--- src/rtl/intersection_scheduler.sv ---
// Demand-actuated two-way intersection sequencer.
// Phase order is G1 -> Y1 -> AR -> G2 -> Y2 -> AR. An exclusive WALK phase is taken
// out of AR when a pedestrian request is pending. Emergency preempt forces the
// current green through yellow and then holds all-red.
// Lamp outputs are a pure decode of the phase register.
module intersection_scheduler #(
    parameter int TICK_DIV  = 16_000_000,
    parameter int MIN_GREEN = 10,
    parameter int MAX_GREEN = 30,
    parameter int GAP_EXT   = 3,
    parameter int YELLOW_T  = 5,
    parameter int ALLRED_T  = 2,
    parameter int WALK_T    = 7
) (
    input  logic       clk,
    input  logic       rst_n,
    input  logic       det1,
    input  logic       det2,
    input  logic       ped_req,
    input  logic       preempt,
    output logic       red1,
    output logic       yellow1,
    output logic       green1,
    output logic       red2,
    output logic       yellow2,
    output logic       green2,
    output logic       walk,
    output logic       dont_walk,
    output logic       ped_pending,
    output logic [2:0] phase
);

    localparam logic [2:0] PH_G1 = 3'd0;
    localparam logic [2:0] PH_Y1 = 3'd1;
    localparam logic [2:0] PH_AR = 3'd2;
    localparam logic [2:0] PH_G2 = 3'd3;
    localparam logic [2:0] PH_Y2 = 3'd4;
    localparam logic [2:0] PH_WK = 3'd6;

    // Second counters must hold the largest duration plus one saturation code.
    localparam int TM0  = (MAX_GREEN > MIN_GREEN) ? MAX_GREEN : MIN_GREEN;
    localparam int TM1  = (TM0 > GAP_EXT)  ? TM0 : GAP_EXT;
    localparam int TM2  = (TM1 > YELLOW_T) ? TM1 : YELLOW_T;
    localparam int TM3  = (TM2 > ALLRED_T) ? TM2 : ALLRED_T;
    localparam int TMAX = (TM3 > WALK_T)   ? TM3 : WALK_T;
    localparam int SW   = $clog2(TMAX + 2);
    localparam int PW   = $clog2(TICK_DIV + 1);

    localparam logic [SW-1:0] MING = SW'(MIN_GREEN);
    localparam logic [SW-1:0] MAXG = SW'(MAX_GREEN);
    localparam logic [SW-1:0] GAPE = SW'(GAP_EXT);
    localparam logic [SW-1:0] YELT = SW'(YELLOW_T);
    localparam logic [SW-1:0] ART  = SW'(ALLRED_T);
    localparam logic [SW-1:0] WKT  = SW'(WALK_T);
    localparam logic [PW-1:0] PLST = PW'(TICK_DIV - 1);

    function automatic logic [SW-1:0] sat_inc(input logic [SW-1:0] v);
        return (&v) ? v : v + SW'(1);
    endfunction

    // sync_q[0] first stage, sync_q[1] second stage; bits {preempt, ped_req, det2, det1}
    logic [1:0][3:0] sync_q;
    logic            det1_s, det2_s, ped_s, pre_s, ped_q, ped_rise;

    logic [PW-1:0] presc;
    logic [SW-1:0] sec, sec_inc, gap1, gap2, gap1_nx, gap2_nx;
    logic          tick, call1, call2, dir;
    logic          g1_time, g2_time;
    logic [2:0]    phase_nx;
    logic          dir_nx;

    assign det1_s   = sync_q[1][0];
    assign det2_s   = sync_q[1][1];
    assign ped_s    = sync_q[1][2];
    assign pre_s    = sync_q[1][3];
    assign ped_rise = ped_s & ~ped_q;

    assign tick    = (presc == PLST);
    assign sec_inc = sat_inc(sec);

    // A state ends on the tick that completes its last second, so it lasts N*TICK_DIV clk.
    assign g1_time = (sec_inc >= MAXG) || ((sec_inc >= MING) && (gap1_nx >= GAPE));
    assign g2_time = (sec_inc >= MAXG) || ((sec_inc >= MING) && (gap2_nx >= GAPE));

    // Two-flop synchronisers for all asynchronous inputs
    always_ff @(posedge clk or negedge rst_n) begin
        if (!rst_n) begin
            sync_q <= '0;
        end else begin
            sync_q[0] <= {preempt, ped_req, det2, det1};
            sync_q[1] <= sync_q[0];
        end
    end

    // Detector gap timers: cleared by detection, counting seconds of silence otherwise
    always_comb begin
        gap1_nx = gap1;
        gap2_nx = gap2;
        if (det1_s)    gap1_nx = '0;
        else if (tick) gap1_nx = sat_inc(gap1);
        if (det2_s)    gap2_nx = '0;
        else if (tick) gap2_nx = sat_inc(gap2);
    end

    // Gap timer registers
    always_ff @(posedge clk or negedge rst_n) begin
        if (!rst_n) begin
            gap1 <= '0;
            gap2 <= '0;
        end else begin
            gap1 <= gap1_nx;
            gap2 <= gap2_nx;
        end
    end

    // Prescaler and second counter; restart on phase entry, frozen in AR under preempt
    always_ff @(posedge clk or negedge rst_n) begin
        if (!rst_n) begin
            presc <= '0;
            sec   <= '0;
        end else if ((phase_nx != phase) || ((phase == PH_AR) && pre_s)) begin
            presc <= '0;
            sec   <= '0;
        end else if (tick) begin
            presc <= '0;
            sec   <= sec_inc;
        end else begin
            presc <= presc + PW'(1);
        end
    end

    // Vehicle calls and pedestrian request latch; entry into the serving phase clears them
    always_ff @(posedge clk or negedge rst_n) begin
        if (!rst_n) begin
            call1       <= 1'b0;
            call2       <= 1'b0;
            ped_pending <= 1'b0;
            ped_q       <= 1'b0;
        end else begin
            ped_q <= ped_s;
            if ((phase_nx == PH_G1) && (phase != PH_G1)) call1 <= 1'b0;
            else if (det1_s && (phase != PH_G1))         call1 <= 1'b1;
            if ((phase_nx == PH_G2) && (phase != PH_G2)) call2 <= 1'b0;
            else if (det2_s && (phase != PH_G2))         call2 <= 1'b1;
            if ((phase_nx == PH_WK) && (phase != PH_WK)) ped_pending <= 1'b0;
            else if (ped_rise && (phase != PH_WK))       ped_pending <= 1'b1;
        end
    end

    // Phase state register; dir selects which green follows all-red
    always_ff @(posedge clk or negedge rst_n) begin
        if (!rst_n) begin
            phase <= PH_AR;
            dir   <= 1'b1;
        end else begin
            phase <= phase_nx;
            dir   <= dir_nx;
        end
    end

    // Next-phase logic
    always_comb begin
        phase_nx = phase;
        dir_nx   = dir;
        case (phase)
            PH_G1: if (pre_s || (tick && (call2 || ped_pending) && g1_time)) phase_nx = PH_Y1;
            PH_Y1: if (tick && (sec_inc >= YELT)) begin
                phase_nx = PH_AR;
                dir_nx   = 1'b0;
            end
            PH_AR: if (!pre_s && tick && (sec_inc >= ART))
                phase_nx = ped_pending ? PH_WK : (dir ? PH_G1 : PH_G2);
            PH_G2: if (pre_s || (tick && (call1 || ped_pending) && g2_time)) phase_nx = PH_Y2;
            PH_Y2: if (tick && (sec_inc >= YELT)) begin
                phase_nx = PH_AR;
                dir_nx   = 1'b1;
            end
            PH_WK: begin
                if (pre_s)                          phase_nx = PH_AR;
                else if (tick && (sec_inc >= WKT))  phase_nx = dir ? PH_G1 : PH_G2;
            end
            default: begin
                phase_nx = PH_AR;
                dir_nx   = 1'b1;
            end
        endcase
    end

    // Lamp decode; anything not a green/yellow phase shows both reds
    always_comb begin
        red1    = 1'b1;
        yellow1 = 1'b0;
        green1  = 1'b0;
        red2    = 1'b1;
        yellow2 = 1'b0;
        green2  = 1'b0;
        walk    = 1'b0;
        case (phase)
            PH_G1: begin green1  = 1'b1; red1 = 1'b0; end
            PH_Y1: begin yellow1 = 1'b1; red1 = 1'b0; end
            PH_G2: begin green2  = 1'b1; red2 = 1'b0; end
            PH_Y2: begin yellow2 = 1'b1; red2 = 1'b0; end
            PH_WK: walk = 1'b1;
            default: ;
        endcase
        dont_walk = ~walk;
    end

endmodule
--- config.mk ---
export PLATFORM = sky130hd
export DESIGN_NAME = intersection_scheduler
export DESIGN_NICKNAME = d
export VERILOG_FILES = /design/src/rtl/intersection_scheduler.sv
export SDC_FILE = /design/constraint.sdc
export NUM_CORES = 1
export LEC_CHECK = 0
export ABC_AREA = 1
export BUFFER_PORTS_ARGS = -buffer_cell sky130_fd_sc_hd__buf_2
export CAP_MARGIN = 5
export CORE_MARGIN = 2
export CORE_UTILIZATION = 45
export DETAILED_ROUTE_END_ITERATION = 10
export GPL_ROUTABILITY_DRIVEN = 0
export GPL_TIMING_DRIVEN = 0
export PLACE_DENSITY = 0.71
export SLEW_MARGIN = 30
export SYNTH_ARGS = -nofsm -noshare
export SYNTH_HDL_FRONTEND = slang
export SYNTH_SLANG_ARGS = --single-unit
--- constraint.sdc ---
create_clock -name clk -period 3.4 [get_ports clk]
set_input_delay 0 -clock clk [delete_from_list [all_inputs] [get_ports clk]]
set_output_delay 0 -clock clk [all_outputs]
set_load 0.005 [all_outputs]
==> run summary, run 1 <==
Fill cells in the final layout number 771. The cell family contributing the most delay on the critical path is simple AND/OR/NAND/NOR gates. The worst-case IR drop observed on VDD is 171 µV. The most numerous cell on the critical path was sky130_fd_sc_hd__nand2_1. The proportion of layout cells with a drive suffix above 1 was 0.162; the average vias per placed instance was 5.08. In this run the register-to-register setup slack is 0.67 ns. Origin of the critical flop-to-flop path: sec[0]. In this run, synthesis inferred 0 flip-flops with an integrated enable. The number of H-tree levels was 2. The tools report the first-pass iteration count of the detailed router as 4.

By area the synthesized netlist is led by sky130_fd_sc_hd__dfrtp_1 37%, sky130_fd_sc_hd__nand2_1 11%, sky130_fd_sc_hd__inv_1 6.9%. On the final layout, the worst clock skew is 0.00997 ns. Global-route track usage on met2: 0.327. The most used routing layer in global routing was met2. The met3 usage was 0.0228. The most used flip-flop cell after synthesis is sky130_fd_sc_hd__dfrtp_1. Measured in cells, the most critical reg-to-reg path has a length of 17. In this run, CTS created clock tree buffers numbering 5.

The finished cells cover 3900 µm². The data required time of the worst path is 3.62 ns. The number of vias in the routed layout is 3020.

The clock transition at the register clock pins on the worst setup and hold paths after CTS is 0.10 ns. For the count of final hold-check violations, the log shows 0. The endpoint identified for the worst register-to-register timing path is presc[15]. For this run the aggregate overflow at the end of global routing stands at 0. The placement row count is 32. The worst setup path is captured at a flop.

The critical path contains buffers and inverters numbering 3 combined. The synthesized netlist occupies a cell area of 3540 µm². The number of flip-flops and latches in the synthesized netlist is 55.

Static timing analysis puts the maximum clock frequency at 0.367 GHz. Setup violations remaining at the end of the flow were counted as 0. In this run the vertical extent of the chip is 92.7 µm. The total I/O pin count came out at 18. The logs give 55 for the number of sinks on the clock net and 5.50 mm for the sum of net half-perimeters after detailed placement. The aggregate global-route resource usage is 0.188, and the final antenna diode count is 0. The count of mapped cells out of synthesis was 463. By area, the combinational part of the netlist is dominated by simple AND/OR/NAND/NOR gates.

The per-instance average area after synthesis was 7.64 µm²; the relative slew slack was 0.531. The die covers 8590 µm². The deepest clock path buffer count was 2.

The post-synthesis compound-gate area fraction was 0.0548; the wire length of the first global-routing pass was 13.1 mm. Across the whole layout, storage elements account for 1380 µm². The static power due to leakage was 1.93 nW; the proportion of synthesized area in mux cells was 0.

Once detail routing completed, the nets flagged for antenna violations numbered 0. Yosys instantiated no cell more often than sky130_fd_sc_hd__nand2_1. STA classifies the critical path startpoint as a flop. Setup repair after global routing left no endpoint under its margin.

The root buffer cell chosen for the clock tree is sky130_fd_sc_hd__clkbuf_8. In the routed design, unresolved DRC markers number 0. The run gives 0.390 as the sequential area share after synthesis. Power comes to 1.25 mW. The share of synthesized cell area in and, or, nand and nor gates works out to 0.396.

The routed design could run at a clock period as short as 2.73 ns. The run gives 0 ns as the setup total negative slack. After detailed routing, the average wire length per cell comes to 12.4 µm. The highest-delay cell along the critical path is sky130_fd_sc_hd__dfrtp_1. The area fraction of the dominant cell type after synthesis was 0.375; the warning count from the yosys run was 0. Type of the worst setup path: flop to flop. The total of max-cap violations was 0; the total of cells resized after clock tree synthesis was 0. Of all nets on the critical path, the largest fanout is 10. Entering global routing, the biggest net connects 56 pins.

Net count of the mapped netlist: 475. The placeable core region was 7690 µm². The number of antenna violations at the first check in global routing was 0.

Buffers placed on the I/O ports in this run total 17. The die span in x came out at 92.7 µm. The flow ran to the end, and the final reports show no timing, DRC or antenna violations. The number of global-route vias before repair was 2961. The transition time of the tightest slew-check pin came out at 0.703 ns. Data on the critical path arrives at its endpoint at 2.94 ns. The number of nets in the layout was 504; the number of hold buffers added after CTS was 5. Xor and xnor fraction of the mapped netlist area: 0.0396.

After detailed routing, the total wire length is 7.38 mm. The number of distinct library cell variants in the gate-level netlist after synthesis was 42; the number of design-rule violations left by the first detailed-router iteration was 161. The initial core utilization was 0.460; the area of the multi-input gates was 1810 µm². Buffers added to address setup during post-CTS repair amount to 0. For the max-slew violation count, the log shows 0.

TritonCTS built the clock tree. The final worst-path cycle share works out to 0.802. The later pin in the worst-skew pair is clocked with a latency of 0.32 ns. The worst hold path belongs to the class primary input to asynchronous set/reset pin. Layout-stage area growth over the synthesis result: 10.1%. Once placement finished, the instance area stood at 3750 µm².

Counting instances in the post-synthesis netlist gives the leading cell types as 103 x sky130_fd_sc_hd__nand2_1, 65 x sky130_fd_sc_hd__inv_1, 53 x sky130_fd_sc_hd__dfrtp_1. Proportion of synthesized flip-flops having asynchronous set or reset: 1.00. Power spread over the standard cell area amounts to 321 nW/µm².

Summed over all instances, the cell type with the most area after synthesis is sky130_fd_sc_hd__dfrtp_1. The fraction of the mapped netlist area in adder cells works out to 0.0212. Traced cell by cell, the critical path runs through ha_1, nand4_4, o21ai_4, nor2_1, o21ai_0, inv_1, o21bai_1, nand2_1, nand2_2, nand2_1, nand2_1, nand3_1, nand2_1, nand2_1, buf_6, buf_6, nor3_2.

For this run, the slowest stage of the critical path takes 0.43 ns. The run gives 0.240 as the global-route met1 utilization.
==> per-layer routing <==
| layer | up-vias | part of all wire |
|---|---|---|
| li1 | 1557 | - |
| met1 | 1398 | 0.48 |
| met2 | 53 | 0.48 |
| met3 | 12 | 0.026 |
| met4 | 0 | 0.019 |
| met5 | - | 0 |
==> cells by family (layout without fill, tap and decap cells) <==
| family | count (synthesis) | after routing |
|---|---|---|
| simple gates | 273 | 273 |
| buf+inv | 81 | 111 |
| flops | 55 | 55 |
| compound gates | 32 | 32 |
| xor+xnor | 16 | 16 |
| fa+ha+maj | 6 | 6 |
==> worst reg2reg max path, cell delays in order, from the launching register on <==
cell and delay, ns:
sky130_fd_sc_hd__dfrtp_1 0.43, sky130_fd_sc_hd__ha_1 0.28, sky130_fd_sc_hd__nand4_4 0.16, sky130_fd_sc_hd__o21ai_4 0.22, sky130_fd_sc_hd__nor2_1 0.08, sky130_fd_sc_hd__o21ai_0 0.33
sky130_fd_sc_hd__inv_1 0.06, sky130_fd_sc_hd__o21bai_1 0.16, sky130_fd_sc_hd__nand2_1 0.07, sky130_fd_sc_hd__nand2_2 0.07, sky130_fd_sc_hd__nand2_1 0.06, sky130_fd_sc_hd__nand2_1 0.06
sky130_fd_sc_hd__nand3_1 0.09, sky130_fd_sc_hd__nand2_1 0.05, sky130_fd_sc_hd__nand2_1 0.10, sky130_fd_sc_hd__buf_6 0.16, sky130_fd_sc_hd__buf_6 0.18, sky130_fd_sc_hd__nor3_2 0.05
==> cell type report <==
type                    instances  share of cell area
inverters                      72              0.0693
clock buffers                   5              0.0177
well taps                     102              0.0327
multi-input cells             327               0.465
flip-flops and latches         55               0.354
repair buffers                 22              0.0353
plain buffers                   9              0.0199
clock inverters                 3             0.00642
==> power breakdown <==
| group | switching [mW] | internal (mW) | total [mW] | leakage (nW) |
|---|---|---|---|---|
| sequential | 0.0297 | 0.693 | 0.723 | 0.714 |
| combinational | 0.0861 | 0.0632 | 0.149 | 1.17 |
| clock | 0.231 | 0.148 | 0.379 | 0.0443 |
==> layout by cell type (no fill, tap or decap), types with 7 or more instances in the layout <==
cell,Yosys,final
sky130_fd_sc_hd__a21oi_1,7,7
sky130_fd_sc_hd__o21ai_0,16,16
sky130_fd_sc_hd__nand4_1,10,10
sky130_fd_sc_hd__inv_1,65,65
sky130_fd_sc_hd__xor2_1,12,12
sky130_fd_sc_hd__nor3_1,27,27
sky130_fd_sc_hd__dfrtp_1,53,53
sky130_fd_sc_hd__nand3_1,45,45
sky130_fd_sc_hd__buf_2,2,18
sky130_fd_sc_hd__nor2_1,43,43
sky130_fd_sc_hd__nor3_2,10,10
sky130_fd_sc_hd__nand2_1,103,103
==> sequential cells by signal (all words and copies together) (netlist names) <==
| name | count |
|---|---|
| ped_s | 1 |
| det2_s | 1 |
| pre_s | 1 |
| phase | 3 |
| gap1 | 5 |
| sync_q | 4 |
| sec | 5 |
| call1 | 1 |
| dir | 1 |
| ped_pending | 1 |
| presc | 24 |
| det1_s | 1 |
| gap2 | 5 |
| ped_q | 1 |
| call2 | 1 |
==> metrics by stage <==
stage           util  cells  hold slack (ns)  setup WS [ns]
2_1_floorplan      -    463           -0.296           1.11
3_3_place_gp   0.488    582            0.107          0.731
3_5_place_dp   0.488    582            0.102          0.696
4_1_cts        0.507    595            0.300          0.688
5_1_grt        0.507    595            0.305          0.392
6_report       0.507    595            0.265          0.674
==> how the worst max path moves through the flow <==
stage | from | slack, ns | cells after the start | end
after floorplan | sec[0] | 1.11 | 15 | presc[13]
after global placement | sec[0] | 0.73 | 17 | presc[14]
after detailed placement | sec[0] | 0.70 | 17 | presc[14]
after CTS | sec[0] | 0.69 | 17 | presc[15]
after global routing | sec[0] | 0.39 | 16 | presc[15]
final | sec[0] | 0.67 | 17 | presc[15]
(Power assumes the default switching activity.)
==> run 2: changes to the inputs <==
clock period = 2.57 ns   (was 3.4 ns; I/O delays follow)
==> run summary, run 2 (synthesis results as in run 1) <==
Commonest cells after routing, fill and taps aside: 97 x sky130_fd_sc_hd__nand2_1, 63 x sky130_fd_sc_hd__inv_1, 50 x sky130_fd_sc_hd__dfrtp_1 (was 103 x sky130_fd_sc_hd__nand2_1, 65 x sky130_fd_sc_hd__inv_1, 53 x sky130_fd_sc_hd__dfrtp_1). The tools report the worst-case clock skew as 0.0120 ns (was 0.00997 ns). For the max-slew violation count, the log shows 0 (unchanged). Number of design-rule violations left by the first detailed-router iteration: 141 (was 161). The maximum fanout along the worst path works out to 10 (unchanged).

The placeable core region was 7690 µm² (unchanged). The register with the most flip-flops is presc (unchanged). The deepest clock path buffer count came out at 2 (unchanged). The tools report the cell count after placement as 582 (unchanged). Cell at the root of the clock tree: sky130_fd_sc_hd__clkbuf_8 (unchanged). The count of input and output buffers works out to 17 (unchanged). Number of H-tree levels: 2 (unchanged). The tools report the number of antenna violations at the first check in global routing as 0 (unchanged). Setup repair after global routing could not meet its margin everywhere. The wire length of the first global-routing pass came out at 13.2 mm (was 13.1 mm). The tools report the total I/O pin count as 18 (unchanged). Static power due to leakage: 2.04 nW (was 1.93 nW).

The logs give 5 (was 4) for the first-pass iteration count of the detailed router and 56 (unchanged) for the largest net degree at the start of global routing. The total CTS buffers came out at 5 (unchanged). The height of the die is 92.7 µm (unchanged), and the antenna violation net count after detailed routing is 0 (unchanged). Aggregate global-route resource usage: 0.190 (was 0.188). TritonCTS built the clock tree. The final global-route overflow total was 0 (unchanged).

The type of the worst setup path is flop to flop (unchanged). Cell family contributing the most delay on the critical path: simple AND/OR/NAND/NOR gates (unchanged). The placement row count was 32 (unchanged); the filler-free cell count of the finished design was 606 (was 595). The depth of the most critical reg-to-reg path was 17 (unchanged). The maximum resistive drop on vdd was 234 µV (was 171 µV).

The clock transition at the register clock pins on the worst setup and hold paths after CTS was 0.10 ns (about the same). The final worst-path cycle share works out to 1.02 (was 0.802). The worst slack at placement was -0.134 ns (was 0.696 ns); the routed length per placed instance was 13.0 µm (was 12.4 µm). For the count of final hold-check violations, the log shows 0 (unchanged).

The tools report the kind of end point of the critical path as a flop (unchanged). The final antenna diode count was 0 (unchanged). The slack of the worst reg-to-reg path was -0.05 ns (was 0.67 ns); the die span in x was 92.7 µm (unchanged). The die area is 8590 µm² (unchanged), and the layout-stage area growth over the synthesis result is 18.7% (was 10.1%). The tools report the latest clock arrival within the worst-skew pair as 0.32 ns (about the same). The number of nets in the layout came out at 515 (was 504). The number of buffers and inverters on the critical path was 2 (was 3); the detailed-route wire length was 7.90 mm (was 7.38 mm). The run finished, with violations left. The origin of the critical flop-to-flop path is presc[4] (was sec[0]). Count of endpoints failing setup in the final report: 20 (was 0).

The data required time of the worst path is 2.78 ns (was 3.62 ns). The path type of the worst min-delay path was primary input to asynchronous set/reset pin (unchanged). The number of vias in the routed layout came out at 3103 (was 3020).

The relative slew slack is 0.532 (was 0.531), and the total of max-cap violations is 0 (unchanged). The delay contributed by the slowest stage of the critical path was 0.40 ns (was 0.43 ns); the transition time of the tightest slew-check pin was 0.701 ns (was 0.703 ns). The flip-flop count of the largest register after layout came out at 24 (unchanged). Critical path launch point type: a flop (unchanged).

The residual DRC count came out at 0 (unchanged). Ordered list of cells on the worst path: nand2_1, nor2_1, nand2_4, nor2_4, buf_6, nand3_1, nand3_1, nor2_1, o21bai_1, nand2_1, nand2_2, nand3_4, nand3_2, nand2_2, nand2_4, buf_2, nor3_1 (was ha_1, nand4_4, o21ai_4, nor2_1, o21ai_0, inv_1, o21bai_1, nand2_1, nand2_2, nand2_1, nand2_1, nand3_1, nand2_1, nand2_1, buf_6, buf_6, nor3_2). The checks that failed: setup timing.

The tools report the upper clock frequency limit as 0.381 GHz (was 0.367 GHz). The initial core utilization is 0.460 (unchanged). The logs give 2.83 ns (was 2.94 ns) for the arrival time at the worst endpoint and -0.0550 ns (was 0.674 ns) for the setup slack of the critical path after layout. The average vias per placed instance is 5.12 (was 5.08), and the post-route worst hold slack is 0.265 ns (about the same).

The proportion of layout cells with a drive suffix above 1 works out to 0.254 (was 0.162). The number of sinks on the clock net was 55 (unchanged). The most common library cell in the layout ignoring fill and taps is sky130_fd_sc_hd__nand2_1 (unchanged). The final critical delay including setup and external delays is 2.62 ns (was 2.73 ns), and the critical path depth is 17 (unchanged).

The tools report the terminus of the critical flop-to-flop path as presc[8] (was presc[15]). The cell area power density was 405 nW/µm² (was 321 nW/µm²); the sum of net half-perimeters after detailed placement was 5.50 mm (unchanged). The number of global-route vias before repair is 2999 (was 2961). The highest-delay cell along the critical path was sky130_fd_sc_hd__dfrtp_1 (unchanged).
## run 2: timing repair
item	4_1_cts	5_1_grt
buffers inserted	5	5
cloned	0	1
gates resized for setup	13	42
endpoints found under the setup margin	23	30
hold endpoints to repair	57	0
hold buffers	5	0
pin swaps	3	10
## run 2: how the worst max path moves through the flow
stage          startpoint  slack, ns        end
2_1_floorplan      sec[0]       0.28  presc[13]
3_3_place_gp       sec[0]       -0.1  presc[14]
3_5_place_dp       sec[0]      -0.13  presc[14]
4_1_cts            sec[0]     0.0008  presc[15]
5_1_grt          presc[1]      -0.25  presc[17]
6_report         presc[4]      -0.05   presc[8]
## run 2: per-stage QoR
stage | power [mW] | util | instance area [µm²] | setup TNS [ns]
CTS | 1.69 | 0.517 | 3980 | 0
global placement | 1.16 | 0.488 | 3750 | -1.04
finish | 1.70 | 0.546 | 4200 | -0.627
detailed placement | 1.17 | 0.488 | 3750 | -1.68
global route | 1.79 | 0.546 | 4200 | -6.04
floorplan | 1.11 | - | 3540 | 0
## run 2: per-layer routing
| metal | part of all wire | wire, µm | track usage | vias up |
|---|---|---|---|---|
| met4 | 0.021 | 165 | 0.0723 | 0 |
| met5 | 0 | 0 | 0 | - |
| met1 | 0.45 | 3540 | 0.241 | 1472 |
| met3 | 0.028 | 219 | 0.0228 | 15 |
| li1 | - | - | - | 1565 |
| met2 | 0.50 | 3980 | 0.334 | 51 |
## run 2: power breakdown
group          internal (mW)  total [mW]  switching [mW]
Sequential             0.917       0.962          0.0450
Clock                  0.196       0.503           0.307
Combinational          0.105       0.237           0.132
Total                   1.22        1.70           0.484
## run 2: layout make-up
class                           count  area, µm²
Inverter                           72        272
Tap cell                          102        128
Fill cell                         732       3490
Sequential cell                    55       1380
Buffer                              9       98.8
Clock inverter                      3       25.0
Clock buffer                        5       68.8
Timing Repair Buffer               33        229
Multi-Input combinational cell    327       2000
## run 2: worst reg2reg max path, stage by stage, from the launching register on
cell and delay [ns]:
sky130_fd_sc_hd__dfrtp_1 0.40, sky130_fd_sc_hd__nand2_1 0.15, sky130_fd_sc_hd__nor2_1 0.22, sky130_fd_sc_hd__nand2_4 0.09, sky130_fd_sc_hd__nor2_4 0.24, sky130_fd_sc_hd__buf_6 0.14, sky130_fd_sc_hd__nand3_1 0.05, sky130_fd_sc_hd__nand3_1 0.11
sky130_fd_sc_hd__nor2_1 0.06, sky130_fd_sc_hd__o21bai_1 0.14, sky130_fd_sc_hd__nand2_1 0.08, sky130_fd_sc_hd__nand2_2 0.10, sky130_fd_sc_hd__nand3_4 0.10, sky130_fd_sc_hd__nand3_2 0.13, sky130_fd_sc_hd__nand2_2 0.07, sky130_fd_sc_hd__nand2_4 0.10
sky130_fd_sc_hd__buf_2 0.26, sky130_fd_sc_hd__nor3_1 0.08
